### src/rtl/lvds_pkg.sv
// Shared definitions for the single-lane LVDS link (receiver and transmitter).
// FSM state encodings, default sync pattern, error-counter width and a saturating increment.
package lvds_pkg;

  typedef logic [1:0] lvds_state_t;

  localparam lvds_state_t ST_HUNT    = 2'd0;
  localparam lvds_state_t ST_PAYLOAD = 2'd1;
  localparam lvds_state_t ST_SYNC    = 2'd2;
  localparam lvds_state_t ST_PARITY  = 2'd3;

  localparam logic [15:0] LVDS_SYNC_WORD_DEFAULT = 16'hABCD;
  localparam int          LVDS_ERR_W             = 16;

  function automatic logic [LVDS_ERR_W-1:0] sat_inc(input logic [LVDS_ERR_W-1:0] v);
    return (&v) ? v : v + 1'b1;
  endfunction

endpackage

### src/rtl/lvds_bit_sync.sv
// Two-flop synchroniser for a single bit, asynchronously cleared by rst_n.
module lvds_bit_sync (
  input  logic clk,
  input  logic rst_n,
  input  logic d,
  output logic q
);

  logic meta;

  // NOTE: every flop here is a register, so all updates use <= to avoid ordering races.
  always_ff @(posedge clk or negedge rst_n) begin
    if (!rst_n) begin
      meta <= 1'b0;
      q    <= 1'b0;
    end else begin
      meta <= d;
      q    <= meta;
    end
  end

endmodule

### src/rtl/lvds_frame_rx.sv
// Bit-serial LVDS frame receiver: sync-word hunt, MSB-first payload deframing, lock and error tracking.
// Optional even-parity bit after each payload when LVDS_FRAME_RX_PARITY_EN is defined.
module lvds_frame_rx
  import lvds_pkg::*;
#(
  parameter int                    SYNC_WIDTH    = 16,
  parameter logic [SYNC_WIDTH-1:0] SYNC_WORD     = SYNC_WIDTH'(LVDS_SYNC_WORD_DEFAULT),
  parameter int                    PAYLOAD_WIDTH = 8,
  parameter int                    MAX_MISS      = 3
) (
  input  logic                     Clk,
  input  logic                     nReset,
  input  logic [0:0]               LVDS_RX_P,
  output logic [PAYLOAD_WIDTH-1:0] Data,
  output logic                     Valid,
  output logic                     Locked,
  output logic                     SyncError,
  output logic [LVDS_ERR_W-1:0]    ErrorCount
);

  localparam int MAX_LEN = (SYNC_WIDTH > PAYLOAD_WIDTH) ? SYNC_WIDTH : PAYLOAD_WIDTH;
  localparam int CNT_W   = $clog2(MAX_LEN);
  localparam int MISS_W  = $clog2(MAX_MISS + 1);
`ifdef LVDS_FRAME_RX_PARITY_EN
  localparam int SHR_W   = PAYLOAD_WIDTH;
`else
  // The final payload bit is taken straight from the line, so one bit less is stored.
  localparam int SHR_W   = PAYLOAD_WIDTH - 1;
`endif

  logic                  rst_n_sync;
  logic                  rx_bit;
  lvds_state_t           state;
  logic [SYNC_WIDTH-1:0] window;
  logic [SYNC_WIDTH-1:0] window_nxt;
  logic [SHR_W-1:0]      shreg;
  logic [CNT_W-1:0]      bit_cnt;
  logic [MISS_W-1:0]     miss_cnt;

  // Reset asserts asynchronously but releases two clocks later, aligned to Clk.
  lvds_bit_sync u_rst_sync (.clk(Clk), .rst_n(nReset), .d(1'b1),         .q(rst_n_sync));
  lvds_bit_sync u_rx_sync  (.clk(Clk), .rst_n(nReset), .d(LVDS_RX_P[0]), .q(rx_bit));

  assign window_nxt = {window[SYNC_WIDTH-2:0], rx_bit};

  always_ff @(posedge Clk or negedge rst_n_sync) begin
    if (!rst_n_sync) begin
      state      <= ST_HUNT;
      window     <= '0;
      shreg      <= '0;
      bit_cnt    <= '0;
      miss_cnt   <= '0;
      Data       <= '0;
      Valid      <= 1'b0;
      Locked     <= 1'b0;
      SyncError  <= 1'b0;
      ErrorCount <= '0;
    end else begin
      Valid     <= 1'b0;
      SyncError <= 1'b0;
      case (state)
        ST_HUNT: begin
          window <= window_nxt;
          if (window_nxt == SYNC_WORD) begin
            state   <= ST_PAYLOAD;
            bit_cnt <= '0;
          end
        end

        ST_PAYLOAD: begin
          shreg   <= SHR_W'({shreg, rx_bit});
          bit_cnt <= bit_cnt + 1'b1;
          if (bit_cnt == CNT_W'(PAYLOAD_WIDTH - 1)) begin
            bit_cnt <= '0;
`ifdef LVDS_FRAME_RX_PARITY_EN
            state   <= ST_PARITY;
`else
            Data    <= {shreg, rx_bit};
            Valid   <= 1'b1;
            state   <= ST_SYNC;
`endif
          end
        end

`ifdef LVDS_FRAME_RX_PARITY_EN
        ST_PARITY: begin
          state <= ST_SYNC;
          if (^{shreg, rx_bit} == 1'b0) begin
            Data  <= shreg;
            Valid <= 1'b1;
          end else begin
            ErrorCount <= sat_inc(ErrorCount);
          end
        end
`else
        ST_PARITY: state <= ST_HUNT;
`endif

        ST_SYNC: begin
          window  <= window_nxt;
          bit_cnt <= bit_cnt + 1'b1;
          if (bit_cnt == CNT_W'(SYNC_WIDTH - 1)) begin
            bit_cnt <= '0;
            if (window_nxt == SYNC_WORD) begin
              Locked   <= 1'b1;
              miss_cnt <= '0;
              state    <= ST_PAYLOAD;
            end else begin
              SyncError  <= 1'b1;
              ErrorCount <= sat_inc(ErrorCount);
              if (miss_cnt == MISS_W'(MAX_MISS - 1)) begin
                // Drop lock and restart the hunt from an empty window.
                Locked   <= 1'b0;
                miss_cnt <= '0;
                window   <= '0;
                state    <= ST_HUNT;
              end else begin
                miss_cnt <= miss_cnt + 1'b1;
                state    <= ST_PAYLOAD;
              end
            end
          end
        end

        default: state <= ST_HUNT;
      endcase
    end
  end

endmodule
### config.mk
export PLATFORM = sky130hd
export DESIGN_NAME = lvds_frame_rx
export DESIGN_NICKNAME = d
export VERILOG_FILES = /design/src/rtl/lvds_pkg.sv /design/src/rtl/lvds_bit_sync.sv /design/src/rtl/lvds_frame_rx.sv
export SDC_FILE = /design/constraint.sdc
export NUM_CORES = 1
export LEC_CHECK = 0
export BUFFER_PORTS_ARGS = -buffer_cell sky130_fd_sc_hd__buf_4
export CORE_MARGIN = 4
export CORE_UTILIZATION = 28
export DETAILED_ROUTE_END_ITERATION = 12
export GPL_TIMING_DRIVEN = 0
export SLEW_MARGIN = 25
export SYNTH_ARGS = -nofsm -noshare
export SYNTH_HDL_FRONTEND = slang
export SYNTH_SLANG_ARGS = --single-unit
### constraint.sdc
create_clock -name Clk -period 4.85 [get_ports Clk]
set_input_delay 0.2425 -clock Clk [delete_from_list [all_inputs] [get_ports Clk]]
set_output_delay 0.2425 -clock Clk [all_outputs]
set_load 0.02 [all_outputs]
======== Word-level counts from Yosys, hierarchy flattened ========
Index checks and enable logic that the tools add are counted.
W data, S select, Z words.
word-level totals
  logic and storage cells ................. 63
  input bits .............................. 3
  register bits after elaboration ......... 61
  output and inout bits ................... 27
operators by class
  add/subtract/negate cells ............... 3
  mux-type cells .......................... 23
  bitwise logic cells ..................... 2
  reduce and logical (&&, ||, !) cells .... 11
  equal/unequal tests ..................... 10
operator list
  kind                     count
  $mux W15                 3
  $pmux W15 S2             1
  $add A16 B1 Y16 const B  1
  $eq A16 B16 Y1 const B   1
  $reduce_and A16 Y1       1
  $mux W4                  3
  $pmux W4 S3              1
  $mux W2                  5
  $mux W1                  9
  $pmux W2 S4              1
  $eq A2 B2 Y1 const B     3
  $ne A2 B2 Y1 const B     3
  $reduce_and A2 Y1        3
  $reduce_and A3 Y1        2
  $add A4 B1 Y4 const B    1
  $eq A4 B3 Y1 const B     1
  $eq A4 B4 Y1 const B     1
  $reduce_and A4 Y1        1
  $reduce_bool A2 Y1       2
  $reduce_bool A3 Y1       1
  $add A2 B1 Y2 const B    1
  $eq A2 B1 Y1 const B     1
  $logic_not A2 Y1         1
  $not A1 Y1               2

======== Depth between registers and ports, before layout ========
Gate-level depths: netlist of run 1.
  depth after elaboration ................. 5
  gate-level depth with buffers ........... 7
  mapped depth without buffers ............ 7

======== By module ========
A second synthesis of run 1 with hierarchy kept.
unflattened totals
  cell total of the unflattened synthesis .. 251
  area, all modules ....................... 2,652.5 um^2
modules (own cells, without submodules)
  module         instances  cells an instance  seq. area each (um^2)  area an instance (um^2)
  lvds_frame_rx  1          247                1,426.4                2,552.4
  lvds_bit_sync  2          2                  50.0                   50.0

======== Worst setup path after synthesis of run 1 ========
OpenSTA, ideal clock, no wires.
  kind .................................... reg-to-reg
  start point ............................. register state[0]
  end point ............................... register ErrorCount[11]
  period minus slack after synthesis ...... 1.859 ns
  library setup time ...................... 0.129 ns
  arrival time ............................ 1.729 ns
  path buffers ............................ 0
  cell stages (with the launch flop) ...... 8
  slack ................................... 2.991 ns
  required time ........................... 4.721 ns
  cells stage by stage .................... dfrtp_1 -> inv_1 -> ha_1 -> and4_1 -> nand4_1 -> a211oi_2 -> nand4_1 -> xnor2_1
between the ends
  word-level cells in the longest chain between the ends .. 2
ends and longest elaborated chain
  what                         RTL line              text
  start: declaration           lvds_frame_rx.sv:33   lvds_state_t state;
  start signal: assignment     lvds_frame_rx.sv:48   state <= ST_HUNT;
  start signal: assignment     lvds_frame_rx.sv:65   state <= ST_PAYLOAD;
  start signal: assignment     lvds_frame_rx.sv:80   state <= ST_SYNC;
  $eq A2 B2 Y1                 lvds_frame_rx.sv:61   case (state)
  $reduce_and A4 Y1 (no line)  n/a
  end signal: assignment       lvds_frame_rx.sv:110  ErrorCount <= sat_inc(ErrorCount);
  end: declaration             lvds_frame_rx.sv:18   output logic [LVDS_ERR_W-1:0] ErrorCount
No other way between the ends.
A chain may end at the register's enable or synchronous reset.

======== Worst setup path after layout of run 1 ========
  start point ............................. register state[0]
  end point ............................... register ErrorCount[15]
Same word-level chain as after synthesis.

==> results_dict.tcl, run 1 <==
set metrics [dict create \
    status "completed" \
    port-buffer-count 29 \
    tightest_slew_ns 0.622 \
    clkPwrFrac_pct 31.5 \
    synth_top_family_by_area "simple AND/OR/NAND/NOR gates" \
    ys_ff_latch 61 \
    drtPass1Iterations 4 \
    vdd_drop_max_mv 0.143 \
    drv_cap 0 \
    r2r-start "state[0]" \
    cts_tree "yes" \
    die_h_um 105 \
    via_count 1895 \
    synth_area_um2 2660 \
    routedWlPerCell_um 11.6 \
    r2r_cells 7 \
    die_w_um 105 \
    grt_max_degree 37 \
    yosysTopAreaCell "dfrtp_1" \
    synthAdderAreaFrac_pct 2.82 \
    comb_power_share_pct 23.4 \
    rsz0062_at_grt "no" \
    start_util_pct 28.8 \
    fin_nets 302 \
    fin_area_um2 3290 \
    synth_compound_area_share_pct 8.00 \
    hold_viol_final 0 \
    max_freq_mhz 466 \
    cp_data_arrival_time_ns 2.36 \
    cts.sinks 61 \
    cp-start-kind "flop" \
    p_total_mw 1.48 \
    core_area_um2 9240 \
    synth-xor-area-share_pct 4.61 \
    leakagePower_nw 1.45 \
    switchingPower_mw 0.454 \
    wl_mm 4.97 \
    path_cells "inv_1, ha_1, and4_1, nand4_1, a211oi_2, nand4_1, xnor2_1" \
    area_growth_pct 23.9 \
    synthArstFlopShare_pct 100 \
    synth.area.mux_share_pct 4.24 \
    syn_inst 250 \
    drive_gt1_share_pct 23.2 \
    crit_path_end_kind "flop" \
    clk_latency_ns 0.33 \
    powerDensity_nw_per_um2 451 \
    grt_pass1_wl_mm 8.69 \
    dp_hpwl_mm 3.52 \
    setup_viol 0 \
    yosysUniqueCellTypes 40 \
    vias_per_cell 4.44 \
    yosys.area_share.simple_pct 20.7 \
    utilization_pct 35.6 \
    syn_nets 259 \
    cts_buffer_depth 2 \
    post-cts-setup-buffer-count 0 \
    die_area_um2 11100 \
    gp_congestion 0.729 \
    grt_use_total_pct 9.58 \
    ios 30 \
    critPathRequiredTime_ns 5.06 \
    power_frac_seq_pct 45.1 \
    pre_cts_slack_ns 2.69 \
    finalWorstSetupSlack_ns 2.71 \
    worst-setup-path-type "reg -> reg" \
    post-route-period-util_pct 44.2 \
    globalRoute.totalOverflow 0 \
    drc 0 \
    synth.yosys.seq_area_share_pct 57.4 \
    slew_headroom_pct 58.2 \
    ant_nets 0 \
    synth-edff-count 0 \
    hold_path.class "reg -> async" \
    ys_warn_count 0 \
    yosysTopAreaCellShare_pct 57.4 \
    power.share.switching_pct 30.6 \
    post-route-min-period_ns 2.14 \
    critPathMaxFanout 8 \
    htree_levels 3 \
    p_int_mw 1.03 \
    clk_pin_slew_ns 0.06 \
    r2r-end "ErrorCount[15]" \
    rrSetupSlack_ns 2.71 \
    drtIter0Drc 82 \
    antenna_cells 0 \
    grt_pass1_vias 1844 \
    place_area_um2 3060 \
    cts-root-buf "clkbuf_8" \
    ys.flop_type "dfrtp_1" \
    finalMaxSlewViolations 0 \
    cpMostUsedCell "nand4_1" \
    critical-path-max-stage-delay_ns 0.49 \
    cpMaxStageDelayCell "a211oi_2" \
    setup_tns_ns 0 \
    synth_top_cells_by_area "dfrtp_1 (57%), nand2_1 (9.9%), mux2_2 (4.2%)" \
    rows 35 \
    avgSynthCellArea_um2 10.6 \
    grt_antenna_before_repair 0 \
    fin_skew_ns 0.00963 \
    numCtsBuffers 9 \
]
==> layout by cell type, fill, tap and decap left out, types with 2 or more instances in the layout <==
cell type and instances:
nand2_1 70, dfrtp_1 60, buf_4 29, o21ai_0 21
clkbuf_8 12, mux2_2 10, nand3_1 9, xnor2_1 9
ha_1 6, inv_1 5, clkbuf_1 5, nor2_1 5
nand4_1 5, xor2_1 5, nor3_1 4, nand4b_1 3
a21oi_1 3, nor4_1 3, nand4bb_1 2, o21ai_2 2
nor3b_1 2, dlygate4sd3_1 2
==> layout make-up <==
type,instances,area [µm²]
Buffer,6,31.3
Clock buffer,13,169
Clock inverter,3,42.5
Fill cell,923,5950
Inverter,6,22.5
Multi-Input combinational cell,177,1080
Sequential cell,61,1530
Tap cell,129,161
Timing Repair Buffer,32,258
==> registers in the layout (all words and copies together) (netlist names), 2 cells and up <==
name        count
ErrorCount     16
window         15
Data            8
miss_cnt        2
bit_cnt         4
shreg           7
state           2
==> through the flow <==
| step | hold slack [ns] | std cells |
|---|---|---|
| floorplan | -0.0531 | 250 |
| global placement | 0.0390 | 408 |
| detailed placement | 0.0403 | 409 |
| CTS | 0.211 | 427 |
| global route | 0.225 | 427 |
| finish | 0.222 | 427 |
==> repair_timing <==
item	in CTS	in global routing
endpoints found under the hold margin	5	0
gates resized for setup	0	0
hold buffers	2	0
==> logic make-up (layout without fill, tap and decap cells) <==
family                     count (synthesis)  count (layout)
adders and majority gates                  6               6
AOI/OAI and AO/OA                         34              34
and+or+nand+nor                          112             112
xor gates and xnor gates                  14              14
DFF                                       61              61
buffers and inverters                     12              60
muxes                                     10              10
other                                      1               1
==> worst max path at each step <==
stage	startpoint	end	slack (ns)	cells past startpoint
after global routing	state[0]	ErrorCount[15]	2.40	7
final	state[0]	ErrorCount[15]	2.71	7
after CTS	state[0]	ErrorCount[15]	2.66	7
after global placement	u_rst_sync.q	ErrorCount[9]	2.43	0
after detailed placement	state[0]	ErrorCount[15]	2.69	7
after floorplan	state[0]	ErrorCount[11]	2.99	7
==> power by group through the flow <==
| stage | clock (mW) | combinational (mW) | sequential (mW) |
|---|---|---|---|
| finish | 0.468 | 0.347 | 0.669 |
| global route | 0.504 | 0.398 | 0.683 |
| CTS | 0.484 | 0.349 | 0.669 |
| detailed placement | 0 | 0.346 | 0.678 |
| global placement | 0 | 0.327 | 0.679 |
| floorplan | 0 | 0.278 | 0.663 |
==> cell usage after synthesis (2+ instances only) <==
library cell,count
a21oi_1,3
clkbuf_1,4
dfrtp_1,61
ha_1,6
inv_1,5
mux2_2,10
nand2_1,70
nand3_1,9
nand4_1,5
nand4b_1,3
nand4bb_1,2
nor2_1,5
nor3_1,4
nor3b_1,2
nor4_1,3
o21ai_0,21
o21ai_2,2
xnor2_1,9
xor2_1,5
==> layer usage <==
| layer | up-vias | part of all wire [%] | GRT usage, % |
|---|---|---|---|
| met4 | 0 | 1.9 | 4.12 |
| met2 | 26 | 46 | 14.0 |
| met5 | - | 0 | 0 |
| li1 | 940 | - | - |
| met3 | 10 | 4.7 | 3.61 |
| met1 | 919 | 48 | 12.7 |
==> worst max-delay path, delay by kind of cell (launching register included) <==
kind | cells | cell delay, ns
buffers and inverters | 1 | 0.11
flip-flops | 1 | 0.39
AO/OA/AOI/OAI | 1 | 0.49
XOR/XNOR | 1 | 0.16
AND/OR/NAND/NOR | 3 | 0.57
adder cells (fa/ha/maj) | 1 | 0.30
Power figures use the tool's default switching activity.
==> run 2: changes to the inputs <==
==> constraint.sdc (replaced) <==
create_clock -name Clk -period 1.95 [get_ports Clk]
set_input_delay 0.0975 -clock Clk [delete_from_list [all_inputs] [get_ports Clk]]
set_output_delay 0.0975 -clock Clk [all_outputs]
set_load 0.02 [all_outputs]
==> run 2 against run 1 <==
  * Final area grew 4.8%
  * Critical path depth fell by 2
  * Sequential power increased by 150%
  * Die area unchanged
  * Routed wire length increased by 3.5%
  * Setup slack worse by 2.6 ns
  * Power rose to 2.6 times the previous value
  * Critical endpoint is now bit_cnt[2]
==> results_dict.tcl, run 2 (synthesized netlist as in run 1, its figures left out) <==
set metrics [dict create \
    status "completed" \
    grt_max_degree 37 \
    critical-path-max-stage-delay_ns 0.62 \
    core_area_um2 9240 \
    ios 30 \
    power.share.switching_pct 30.6 \
    leakagePower_nw 1.52 \
    die_w_um 105 \
    hold_viol_final 0 \
    tightest_slew_ns 0.525 \
    path_cells "nand4b_1, or4_4, nand2_4, o21ai_2, a221o_1" \
    via_count 1949 \
    finalMaxSlewViolations 0 \
    fin_cells 440 \
    vias_per_cell 4.43 \
    globalRoute.totalOverflow 0 \
    switchingPower_mw 1.16 \
    drtIter0Drc 72 \
    pre_cts_slack_ns -0.215 \
    drive_gt1_share_pct 29.9 \
    vdd_drop_max_mv 0.375 \
    grt_pass1_wl_mm 8.83 \
    clk_latency_ns 0.34 \
    post-route-min-period_ns 1.88 \
    rows 35 \
    cpMaxStageDelayCell "or4_4" \
    p_int_mw 2.63 \
    power_frac_seq_pct 44.1 \
    area_growth_pct 29.8 \
    clk_pin_slew_ns 0.06 \
    antenna_cells 0 \
    setup_viol 0 \
    drv_cap 0 \
    p_total_mw 3.79 \
    place_area_um2 3060 \
    layout_commonest_cell "nand2_1" \
    start_util_pct 28.8 \
    hold_path.class "in -> async" \
    gp_congestion 0.729 \
    htree_levels 3 \
    grt_antenna_before_repair 0 \
    grt_use_total_pct 9.70 \
    cp_num_buf_inv 0 \
    grt_pass1_vias 1889 \
    die_h_um 105 \
    fin_nets 315 \
    slew_headroom_pct 64.7 \
    critPathRequiredTime_ns 2.17 \
    clkPwrFrac_pct 30.8 \
    largest_register_ffs 16 \
    critPathMaxFanout 5 \
    routedWlPerCell_um 11.7 \
    holdWs_ns 0.0891 \
    dp_hpwl_mm 3.52 \
    reg.largest.list "ErrorCount x16, window x15, Data x8" \
    cts_buffer_depth 2 \
    post-route-period-util_pct 96.4 \
    critPathTopFamily "simple AND/OR/NAND/NOR gates" \
    cts_tree "yes" \
    die_area_um2 11100 \
    crit_path_end_kind "flop" \
    cp-start-kind "flop" \
    max_freq_mhz 532 \
    fin_area_um2 3450 \
    dp.cells 409 \
    final.fill_count 905 \
    drtPass1Iterations 4 \
    regMostFlops "ErrorCount" \
    ant_nets 0 \
    cts-root-buf "clkbuf_8" \
    fin_skew_ns 0.00961 \
    finalWorstSetupSlack_ns 0.0704 \
    wl_mm 5.14 \
    powerDensity_nw_per_um2 1100 \
    port-buffer-count 29 \
    drc 0 \
    worst-setup-path-type "reg -> reg" \
    cp_data_arrival_time_ns 2.10 \
    numCtsBuffers 9 \
    layout_common_cells "nand2_1 (69), dfrtp_1 (60), buf_4 (43)" \
    cts.sinks 61 \
    comb_power_share_pct 25.1 \
]
-- run 2: worst paths after layout --
check                                      end  slack, ns  cells after the start       startpoint
worst min-delay path            u_rx_sync.meta       0.09                      2           nReset
worst max-delay path                bit_cnt[2]       0.07                      5        window[9]
min in group Clk                  u_rst_sync.q       0.35                      0  u_rst_sync.meta
worst max register to register      bit_cnt[2]       0.07                      5        window[9]
max in group asynchronous          miss_cnt[1]       1.24                      1     u_rst_sync.q
worst min register to register        state[1]       0.22                      0     u_rst_sync.q
-- run 2: power groups by stage --
stage | Sequential [mW] | Combinational (mW) | Clock (mW)
floorplan | 1.65 | 0.692 | 0
global placement | 1.69 | 0.813 | 0
detailed placement | 1.69 | 0.860 | 0
CTS | 1.67 | 0.871 | 1.20
global route | 1.71 | 1.08 | 1.25
finish | 1.67 | 0.953 | 1.17
-- run 2: area by class of cell --
| cell class | instances | area, µm² | share of cell area [%] |
|---|---|---|---|
| Inverter | 6 | 22.5 | 0.653 |
| Clock buffer | 13 | 169 | 4.90 |
| Tap cell | 129 | 161 | 4.68 |
| Buffer | 5 | 30.0 | 0.871 |
| Timing Repair Buffer | 46 | 363 | 10.5 |
| Clock inverter | 3 | 42.5 | 1.23 |
| Sequential cell | 61 | 1530 | 44.4 |
| Multi-Input combinational cell | 177 | 1130 | 32.8 |
-- run 2: through the flow --
step | setup TNS, ns | util (%)
after floorplan | 0 | -
after global placement | -28.63 | 32.9
after detailed placement | -2.59 | 33.1
after CTS | 0 | 36.1
after global routing | -0.0191 | 37.3
final | 0 | 37.3
-- run 2: per-layer routing --
| metal | vias to the layer above | routed length, µm | global-route usage (%) |
|---|---|---|---|
| li1 | 969 | - | - |
| met1 | 939 | 2430 | 12.4 |
| met2 | 29 | 2370 | 14.7 |
| met3 | 12 | 234 | 3.61 |
| met4 | 0 | 110 | 4.12 |
| met5 | - | 0 | 0 |
-- run 2: what timing repair did --
action,CTS,global route
gates cloned,0,0
gates resized for setup,3,13
setup endpoints to repair,18,24
hold endpoints to repair,5,0
pin swaps,3,6
setup buffers,4,10
hold buffers,2,0
